**src/rtl/exc_arbiter.sv**
```systemverilog
`default_nettype none
// ============================================================================
// Module   : exc_arbiter
// Purpose  : Serialises three exception/interrupt sources into CP0. Raw
//            sources are synchronised and edge-detected into a pending
//            register. One masked, highest-index-first winner is presented
//            on exp_req until CP0 acknowledges, then tracked as in service
//            until ERET retires it. An unacknowledged request is abandoned
//            after REQ_TIMEOUT cycles and flagged in timeout_err.
// Options  : define EXC_ARBITER_NESTED_EN to let a higher-index source
//            preempt the source in service (2-entry in-service stack).
// Revision : 1.0  initial release
// ============================================================================
module exc_arbiter #(
   parameter int SYNC_STAGES = 2,   // 1..3
   parameter int REQ_TIMEOUT = 15   // 1..15
) (
   input  logic       clk,
   input  logic       reset,        // asynchronous, active low
   input  logic [2:0] irq_in,
   input  logic [2:0] mask,
   input  logic       exp_ack,
   input  logic       eret,
   input  logic       err_clr,
   output logic [2:0] exp_req,
   output logic [2:0] pending,
   output logic [2:0] in_service,
   output logic [1:0] cause_id,
   output logic       busy,
   output logic       timeout_err
);

   typedef enum logic [1:0] {
      IDLE  = 2'd0,
      REQ   = 2'd1,
      SERVE = 2'd2
   } state_t;

   state_t     state;
   logic [2:0] sync_q [SYNC_STAGES];
   logic [2:0] prev_q;
   logic [2:0] edge_det;
   logic [1:0] cur;          // index of the source being requested/served
   logic [3:0] cnt;          // REQ cycles without acknowledge
   logic [2:0] eligible;
   logic       any_elig;
   logic [1:0] win;
   logic       grant;        // IDLE -> REQ this cycle
   logic       preempt;      // SERVE -> REQ for a higher source this cycle
   logic       timeout_fire;
   logic [2:0] grant_clr;
   logic [2:0] restore;

`ifdef EXC_ARBITER_NESTED_EN
   logic [1:0] stack_q [2];
   logic [1:0] sp;           // number of stacked (preempted) sources
   logic [1:0] top;
   assign top = (sp == 2'd2) ? stack_q[1] : stack_q[0];
`endif

   function automatic logic [2:0] onehot(input logic [1:0] idx);
      case (idx)
         2'd0:    onehot = 3'b001;
         2'd1:    onehot = 3'b010;
         2'd2:    onehot = 3'b100;
         default: onehot = 3'b000;
      endcase
   endfunction

   // Synchroniser chain plus previous-value register for edge detection
   always_ff @(posedge clk or negedge reset) begin
      if (!reset) begin
         for (int i = 0; i < SYNC_STAGES; i++) sync_q[i] <= '0;
         prev_q <= '0;
      end else begin
         sync_q[0] <= irq_in;
         for (int i = 1; i < SYNC_STAGES; i++) sync_q[i] <= sync_q[i-1];
         prev_q <= sync_q[SYNC_STAGES-1];
      end
   end

   assign edge_det = sync_q[SYNC_STAGES-1] & ~prev_q;
   assign eligible = pending & mask;
   assign any_elig = |eligible;
   assign busy     = (state != IDLE);

   // Fixed priority pick, highest index wins
   always_comb begin
      win = 2'd0;
      if (eligible[2])      win = 2'd2;
      else if (eligible[1]) win = 2'd1;
   end

   // Per-cycle decisions shared by the pending register and the FSM
   always_comb begin
      grant        = 1'b0;
      preempt      = 1'b0;
      timeout_fire = 1'b0;
      case (state)
         IDLE:    grant        = any_elig;
         REQ:     timeout_fire = !exp_ack && (cnt == 4'(REQ_TIMEOUT - 1));
`ifdef EXC_ARBITER_NESTED_EN
         // ERET retires the current service first; a waiting source then wins normally
         SERVE:   preempt      = !eret && any_elig && (win > cur) && (sp != 2'd2);
`endif
         default: ;
      endcase
      grant_clr = (grant || preempt) ? onehot(win) : 3'b000;
      restore   = timeout_fire ? onehot(cur) : 3'b000;
   end

   // Arbitration FSM with registered outputs; a new edge beats the grant clear
   always_ff @(posedge clk or negedge reset) begin
      if (!reset) begin
         state       <= IDLE;
         cur         <= 2'd0;
         cnt         <= 4'd0;
         pending     <= 3'b000;
         exp_req     <= 3'b000;
         in_service  <= 3'b000;
         cause_id    <= 2'd0;
         timeout_err <= 1'b0;
`ifdef EXC_ARBITER_NESTED_EN
         sp          <= 2'd0;
         stack_q[0]  <= 2'd0;
         stack_q[1]  <= 2'd0;
`endif
      end else begin
         pending <= (pending & ~grant_clr) | edge_det | restore;

         if (timeout_fire)  timeout_err <= 1'b1;
         else if (err_clr)  timeout_err <= 1'b0;

         case (state)
            IDLE: begin
               if (grant) begin
                  state    <= REQ;
                  cur      <= win;
                  exp_req  <= onehot(win);
                  cause_id <= win + 2'd1;
                  cnt      <= 4'd0;
               end
            end
            REQ: begin
               if (exp_ack) begin
                  state      <= SERVE;
                  exp_req    <= 3'b000;
                  in_service <= onehot(cur);
                  cnt        <= 4'd0;
               end else if (timeout_fire) begin
                  exp_req <= 3'b000;
                  cnt     <= 4'd0;
`ifdef EXC_ARBITER_NESTED_EN
                  if (sp != 2'd0) begin
                     // Abandoned preemption: resume the interrupted service
                     state    <= SERVE;
                     cur      <= top;
                     cause_id <= top + 2'd1;
                     sp       <= sp - 2'd1;
                  end else
`endif
                  begin
                     state    <= IDLE;
                     cause_id <= 2'd0;
                  end
               end else begin
                  cnt <= cnt + 4'd1;
               end
            end
            SERVE: begin
`ifdef EXC_ARBITER_NESTED_EN
               if (preempt) begin
                  stack_q[sp[0]] <= cur;
                  sp             <= sp + 2'd1;
                  state          <= REQ;
                  cur            <= win;
                  exp_req        <= onehot(win);
                  cause_id       <= win + 2'd1;
                  cnt            <= 4'd0;
               end else
`endif
               if (eret) begin
`ifdef EXC_ARBITER_NESTED_EN
                  if (sp != 2'd0) begin
                     cur        <= top;
                     cause_id   <= top + 2'd1;
                     in_service <= onehot(top);
                     sp         <= sp - 2'd1;
                  end else
`endif
                  begin
                     state      <= IDLE;
                     in_service <= 3'b000;
                     cause_id   <= 2'd0;
                  end
               end
            end
            default: state <= IDLE;
         endcase
      end
   end

endmodule
`default_nettype wire

```
**config.mk**
```make
export PLATFORM = sky130hd
export DESIGN_NAME = exc_arbiter
export DESIGN_NICKNAME = d
export VERILOG_FILES = /design/src/rtl/exc_arbiter.sv
export SDC_FILE = /design/constraint.sdc
export NUM_CORES = 1
export LEC_CHECK = 0
export CAP_MARGIN = 15
export CORE_MARGIN = 2
export CORE_UTILIZATION = 40
export CTS_CLUSTER_SIZE = 12
export DETAILED_ROUTE_END_ITERATION = 8
export PLACE_DENSITY = 0.74
export SLEW_MARGIN = 20
export SYNTH_ARGS = -nofsm -noshare
export SYNTH_HDL_FRONTEND = slang
export SYNTH_SLANG_ARGS = --single-unit
```
**constraint.sdc**
```tcl
create_clock -name clk -period 5.7 [get_ports clk]
set_clock_uncertainty 0.2 [all_clocks]
set_input_delay 1.425 -clock clk [delete_from_list [all_inputs] [get_ports clk]]
set_output_delay 1.425 -clock clk [all_outputs]
set_load 0.01 [all_outputs]
```
# Yosys cells after proc, flatten, opt, wreduce, memory -nomap -nowiden
# Index checks and enable logic that the tools add are counted.
[totals]
in_bits = 11
reg_bits = 29
word_cells = 79
output_inout_bits = 13
[op_classes]
mux = 29
n_eq_ne = 13
addsub = 2
bitwise_logic = 7
reduce_logical = 17
[op_table]
columns = ["operator", "n"]
rows = [
  ["two-way mux 3 bit", 7],
  ["one-hot mux 3 bit (3 select lines)", 2],
  ["two-way mux 2 bit", 7],
  ["two-way mux 4 bit", 3],
  ["one-hot mux 2 bit (3 select lines)", 2],
  ["one-hot mux 3 bit (2 select lines)", 2],
  ["!= test 2 bit, second input constant", 5],
  ["bitwise AND 3 bit", 3],
  ["AND reduction 3 bit", 3],
  ["one-hot mux 4 bit (2 select lines)", 1],
  ["nonzero test 2 bit", 4],
  ["== test 2 x 1 -> 1 bit, second input constant", 3],
  ["== test 2 bit, second input constant", 3],
  ["logical NOT 2 bit", 3],
  ["NOT 3 bit", 2],
  ["bitwise OR 3 bit", 2],
  ["two-way mux 1 bit", 5],
  ["AND reduction 5 bit", 1],
  ["adder 4 x 1 -> 4 bit, second input constant", 1],
  ["== test 4 bit, second input constant", 1],
  ["AND reduction 2 bit", 2],
  ["!= test 3 bit, second input constant", 1],
  ["nonzero test 3 bit", 1],
  ["OR reduction 3 bit", 1],
  ["3 further kinds", 3],
]

# Logic depth before layout (Yosys ltp)
# Gate-level depths: netlist (run 1).
[logic_depth]
depth_word = 10
depth_mapped = 7
ltp_nobuf = 6

# Worst setup path before layout (run 1)
# Ideal clock, no wire load.
[synth_path]
kind = "input-to-reg"
start = "input port mask[2]"
end = "register cause_id[0]"
setup_ps = 125
slack_ps = 2632
required_ps = 5375
path_stages = 4
n_path_buf = 0
arrival_time_ps = 2743
cell_sequence = "a222oi_1 -> a21oi_1 -> nand3b_1 -> mux2_2"
[synth_between]
elab_chain_cells = 5
[synth_lines]
columns = ["element", "line_no", "rtl"]
rows = [
  ["start, declared", "21", "input logic [2:0] mask,"],
  ["bitwise AND 3 bit *", "83", "assign eligible = pending & mask;"],
  ["two-way mux 2 bit or OR reduction 3 bit (tied branches)", "90, 84", ""],
  ["adder 2 x 1 -> 2 bit or two-way mux 1 bit (tied branches)", "140, 99", ""],
  ["two-way mux 2 bit or != test 2 bit (tied branches)", "--", ""],
  ["one-hot mux 2 bit (3 select lines) or AND reduction 5 bit (tied branches)", "--", ""],
  ["end signal, assigned", "140", "cause_id <= win + 2'd1;"],
  ["end, declared", "28", "output logic [1:0] cause_id,"],
]
# Every way passes the cells marked *; elsewhere a longest branch is shown, timed or not. The select of a mux whose other input is x is not followed.
# A chain may end at the register's enable or synchronous reset.

# Final worst setup path (run 1)
[layout_path]
start = "register state[0]"
end = "output port busy"
[layout_between]
elab_chain_cells = 1
[layout_lines]
columns = ["element", "line_no", "rtl"]
rows = [
  ["start, declared", "39", "state_t state;"],
  ["start signal, assigned", "115", "state <= IDLE;"],
  ["start signal, assigned", "137", "state <= REQ;"],
  ["start signal, assigned", "146", "state <= SERVE;"],
  ["nonzero test 2 bit", "85", "assign busy = (state != IDLE);"],
  ["end, declared", "29", "output logic busy,"],
]
# Every way passes these cells.

==> metrics.txt, run 1 <==
Max Cap Viol 0; Final Power 0.806 mW; CP dominant cell by count inv_1; Ports 24; DIE WIDTH 60.5 um; Syn-to-layout area delta 26.6%; drt total wl 2.59 mm; pwr/cell area 498 mW/mm^2; Synthesized Nets 132; Setup WS post-layout 2.16 ns; final setup vio count 0; DR iter-0 viols 49; register area ~730 um^2; Vias between 900 and 1000; total CTS buffers 5; top post-synthesis cells by area dfrtp_1 57%, ha_1 5.9%, mux2_2 4.4%; Antenna Violating Nets Remaining 0; Detailed Routing Iterations Pass 1 4; pin count of the biggest net entering global routing 18; Critical Path RT 4.07 ns; critical path's top delay family buffers and inverters; final period utilization 62.1%; pins over their slew limit 0; CP Max Fanout 14; share of the synthesized area in the top cell type between 50% and 60%; Util after Layout 53.0%; Worst Setup End Kind output port; core area a little over 0.003 mm^2; starting density of the core a little over two fifths; worst vdd ir 291 uV; Placer Congestion 0.776; Critical Path AT 1.92 ns; drt wl/cell 13.8 um; crit start category flop; # diodes 0; Setup Slack @ Placement 1.89 ns; Setup CP Type reg -> out; Final Hold Slack about 0.16 ns; Total GRT Usage 17.0%; Hold Buf Count CTS 0; Mapped Cells between 100 and 150; top cell type by total area after synthesis dfrtp_1; DRC Markers 0; worst min path class reg -> reg; Fmax achieved 282 MHz; LEAKAGE 0.711 nW; vias in the first global route between 900 and 1000; IO Port Bufs 23; Setup TNS 0 ns; Syn Std Cell Area 0.00128 mm^2; PostCTS Resize Cnt 0; Clock Sinks 29; hpwl dp 1.97 mm; share of cells above drive strength 1 8.33%; first-pass GRT wire length 4.41 mm; vias per cell 5.23; Seq cells post-synth 29; layout net count approximately 160; root buffer cell clkbuf_4; die area about 0.0037 mm^2; Worst path max stage delay 0.50 ns; crit path buf inv count 3; initial antenna violation count 0; CTS Buffer Depth 2; grt ovf 0; # Post-CTS Setup Buffers 0; status finished, final reports clean; Slew Limit Headroom between 30% and 40%; Syn. warnings 0; Die Y 60.5 um; hold violation count in the final report 0; fillcell total 274; TritonCTS clock tree yes; Clk Latency, worst-skew pair 0.32 ns; Final Critical Period 3.54 ns; area of the multi-input gates 510 um^2; CP cell instances inv_1, ha_1, inv_1, clkdlybuf4s50_1; CP max stage cell clkdlybuf4s50_1; post-synthesis cell type count 26; CTS HTree Levels 2; row count 20; RSZ-0062 raised after global routing no; post-synthesis sequential area ratio 56.8%; CTS clk-pin slew, worst paths 0.08 ns; worst slew pin tran 0.942 ns; Avg Inst Size Synth 11.1 um^2
==> Yosys cell counts <==
cell	n
dfrtp_1	29
nor2b_1	3
a32o_1	1
nor3b_1	2
nor2_1	6
a222oi_1	1
inv_1	9
clkbuf_1	2
mux2_2	5
and2_1	1
a21oi_1	4
o32a_1	1
a22o_1	5
or3_1	1
nand3b_1	1
nor3_1	4
nand4_1	1
o2bb2ai_1	2
and3_1	1
o21ai_0	9
nand2b_1	3
ha_1	6
nand3_1	4
o31ai_1	1
a221o_1	3
nand2_1	10
==> cell families after synthesis <==
kind of cell             synth area share [%]
flip-flops                               56.8
AO/OA/AOI/OAI                            15.2
adder cells (fa/ha/maj)                  5.88
multiplexers                             4.41
AND/OR/NAND/NOR                          14.5
buffers and inverters                    3.23
==> placed cells by master (no fill, tap or decap), types with 2 or more instances in the layout <==
cell type        instances
nand2_1                 10
o2bb2ai_1                2
nand3_1                  4
inv_1                    9
clkbuf_4                 5
nor2b_1                  3
o21ai_0                  9
mux2_2                   5
ha_1                     6
a21oi_1                  4
dfrtp_1                 29
a22o_1                   5
nor3b_1                  2
nor2_1                   6
a221o_1                  3
nand2b_1                 3
clkdlybuf4s50_1         23
nor3_1                   4
==> through the flow <==
step,instances,area (um^2)
6_report,188,1620
5_1_grt,188,1620
4_1_cts,188,1620
3_5_place_dp,181,1560
3_3_place_gp,181,1560
2_1_floorplan,115,1280
==> sequential cells by signal, indices dropped and copies added (netlist names) <==
register,flops
state,2
prev_q,3
cause_id,2
pending,3
exp_req,3
cnt,4
timeout_err,1
sync_q,6
cur,2
in_service,3
==> power breakdown <==
part / internal [mW] / switching (mW) / total, mW
sequential: 0.262 / 0.0499 / 0.312
clock: 0.0581 / 0.0635 / 0.122
combinational: 0.190 / 0.182 / 0.372
==> per-layer routing <==
layer	GRT usage, %	share of wire [%]	vias to the layer above
li1	-	-	465
met1	20.3	45	484
met2	26.1	48	31
met3	8.10	6.2	4
met4	8.07	1.3	0
met5	0	0	-
==> final cells by class <==
type	count	share of cell area (%)
inverter	9	2.09
timing repair buffer	24	14.7
multi-input combinational	75	31.6
sequential	29	44.9
tap	44	3.40
clock buffer	7	3.40
==> final timing paths <==
path / startpoint / end / slack (ns) / cells past startpoint
worst max-delay path: state[0] / busy / 2.16 / 4
worst min-delay path: sync_q[5] / sync_q[2] / 0.16 / 0
worst max register to register: pending[2] / cause_id[1] / 3.35 / 4
worst min register to register: sync_q[5] / sync_q[2] / 0.16 / 0
max in group asynchronous: reset / timeout_err / 3.42 / 2
min in group asynchronous: reset / cnt[3] / 1.25 / 1
Power figures use the tool's default switching activity.
==> run 2, diff against run 1 <==
clock period = 3.3 ns   (was 5.7 ns; I/O delays follow)
==> run 2 against run 1 <==
Compared with the run above: worst hold slack gained 0.0019 ns; global-route usage shrank 0.24 points; final area grew 0.23%; sequential share of layout area shrank 0.10 points; die area is the same; combinational power grew 74%; clock power grew 61%; non-clock buffer count grew 1; core utilization grew 0.12 points; flip-flop and latch count is the same; clock-buffer cell count shrank 1; critical path type unchanged; critical endpoint unchanged.
==> metrics.txt, run 2 (synthesis gave the netlist of run 1 again) <==
status finished, final reports clean; post-route cell area 0.00162 mm^2 (+0.23%); PostCTS Resize Cnt 0 (unchanged); RSZ-0062 raised after global routing no; most frequent cells in the layout 29 x dfrtp_1, 23 x clkdlybuf4s50_1, 10 x nand2_1; Total GRT Usage 16.8% (-0.24 points); Critical Path AT 1.90 ns (-0.02 ns); LEAKAGE 0.717 nW (+0.80%); final setup vio count 0 (unchanged); grt ovf 0 (unchanged); final period utilization between 80% and 90%; # Post-CTS Setup Buffers 0 (unchanged); share of cells above drive strength 1 9.59% (+1.3 points); worst vdd ir 419 uV (+44%); pins over their slew limit 0 (unchanged); Critical Path RT 2.27 ns (-1.80 ns); Fmax achieved about 340 MHz; row count 20 (unchanged); die area 0.00366 mm^2 (unchanged); pin count of the biggest net entering global routing 18 (unchanged); layout net count 162 (+0.62%); Hold Buf Count CTS 0 (unchanged); DRC Markers 0 (unchanged); worst slew pin tran 0.568 ns (-0.374 ns); worst min path class reg -> reg; # diodes 0 (unchanged); Worst path max stage delay 0.50 ns (about the same); Max Cap Viol 0 (unchanged); vias per cell 5.12 (-2.2%); Syn-to-layout area delta 26.9%; critical path's top delay family buffers and inverters; Clk Latency, worst-skew pair 0.33 ns (about the same); CP cell instances inv_1, ha_1, inv_1, clkdlybuf4s50_1; CP dominant cell by count inv_1; Cell Area, Placed 0.00157 mm^2 (+0.48%); starting density of the core 41.8% (unchanged); total CTS buffers 5 (unchanged); Slew Limit Headroom 62.0% (+25 points); hpwl dp 2.00 mm (+1.6%); Vias 973 (-1.1%); crit path buf inv count 3 (unchanged); most common cell after layout, fill and taps aside dfrtp_1; drt wl/cell 13.9 um (+0.93%); IO Port Bufs 23 (unchanged); Final Power 1.38 mW (+72%); Ports 24 (unchanged); Detailed Routing Iterations Pass 1 4 (unchanged); Setup TNS 0 ns (unchanged); Util after Layout 53.1% (+0.12 points); CP max stage cell clkdlybuf4s50_1; crit start category flop; Biggest register sync_q; CTS clk-pin slew, worst paths 0.08 ns (about the same); TritonCTS clock tree yes; max reg flops 6 (unchanged); DR iter-0 viols 53 (+8.2%); pwr/cell area 853 mW/mm^2 (+71%); CTS HTree Levels 2 (unchanged); CP Max Fanout 14 (unchanged); CTS Buffer Depth 2 (unchanged); Antenna Violating Nets Remaining 0 (unchanged); Final Critical Period 2.92 ns; vias in the first global route 965 (-1.2%); Placer Congestion 0.757 (-2.4%); Clock Sinks 29 (unchanged); initial antenna violation count 0 (unchanged); hold violation count in the final report 0 (unchanged); Largest regs sync_q (6), cnt (4); Setup CP Type reg -> out; DIE WIDTH 60.5 um (unchanged); drt total wl 2.64 mm (+2.0%); first-pass GRT wire length 4.37 mm (-0.95%); Die Y 60.5 um (unchanged); core area 0.00305 mm^2 (unchanged); root buffer cell clkbuf_4; Worst Setup End Kind output port
==> run 2: final timing paths <==
path,start,end,slack [ns],cells past startpoint
min reg2reg,sync_q[5],sync_q[2],0.16,0
max reg2reg,state[0],cnt[1],1.20,5
min in group asynchronous,reset,sync_q[5],0.66,1
max,state[0],busy,0.38,4
max in group asynchronous,reset,in_service[2],1.59,2
min,sync_q[5],sync_q[2],0.16,0
==> run 2: metal layers <==
layer / GRT usage (%) / part of all wire [%] / up-vias / routed length, um
met5: 0 / 0 / - / 0
met4: 10.2 / 0.83 / 0 / 22
met3: 4.69 / 5.9 / 2 / 156
met1: 22.1 / 46 / 472 / 1210
met2: 24.5 / 48 / 27 / 1260
li1: - / - / 472 / -
==> run 2: power by group <==
group	leakage (nW)	total [mW]	switching (mW)	internal (mW)
clock network	0.0320	0.197	0.117	0.0809
registers	0.359	0.538	0.0856	0.453
logic	0.326	0.648	0.313	0.334
total	0.717	1.38	0.516	0.868
==> run 2: area by class of cell <==
cell class | count | area (um^2)
clock buffers | 6 | 41.3
clock inverters | 2 | 10.0
fillers | 275 | 1430
inverters | 9 | 33.8
multi-input cells | 75 | 510
flip-flops and latches | 29 | 726
well taps | 44 | 55.1
repair buffers | 25 | 245
==> run 2: metrics by stage <==
step	worst slack, ns	std cells	hold WS [ns]
6_report	0.379	190	0.162
5_1_grt	0.216	190	0.170
4_1_cts	0.360	190	0.165
3_5_place_dp	0.542	182	0.137
3_3_place_gp	0.569	182	0.134
2_1_floorplan	0.832	115	0.131
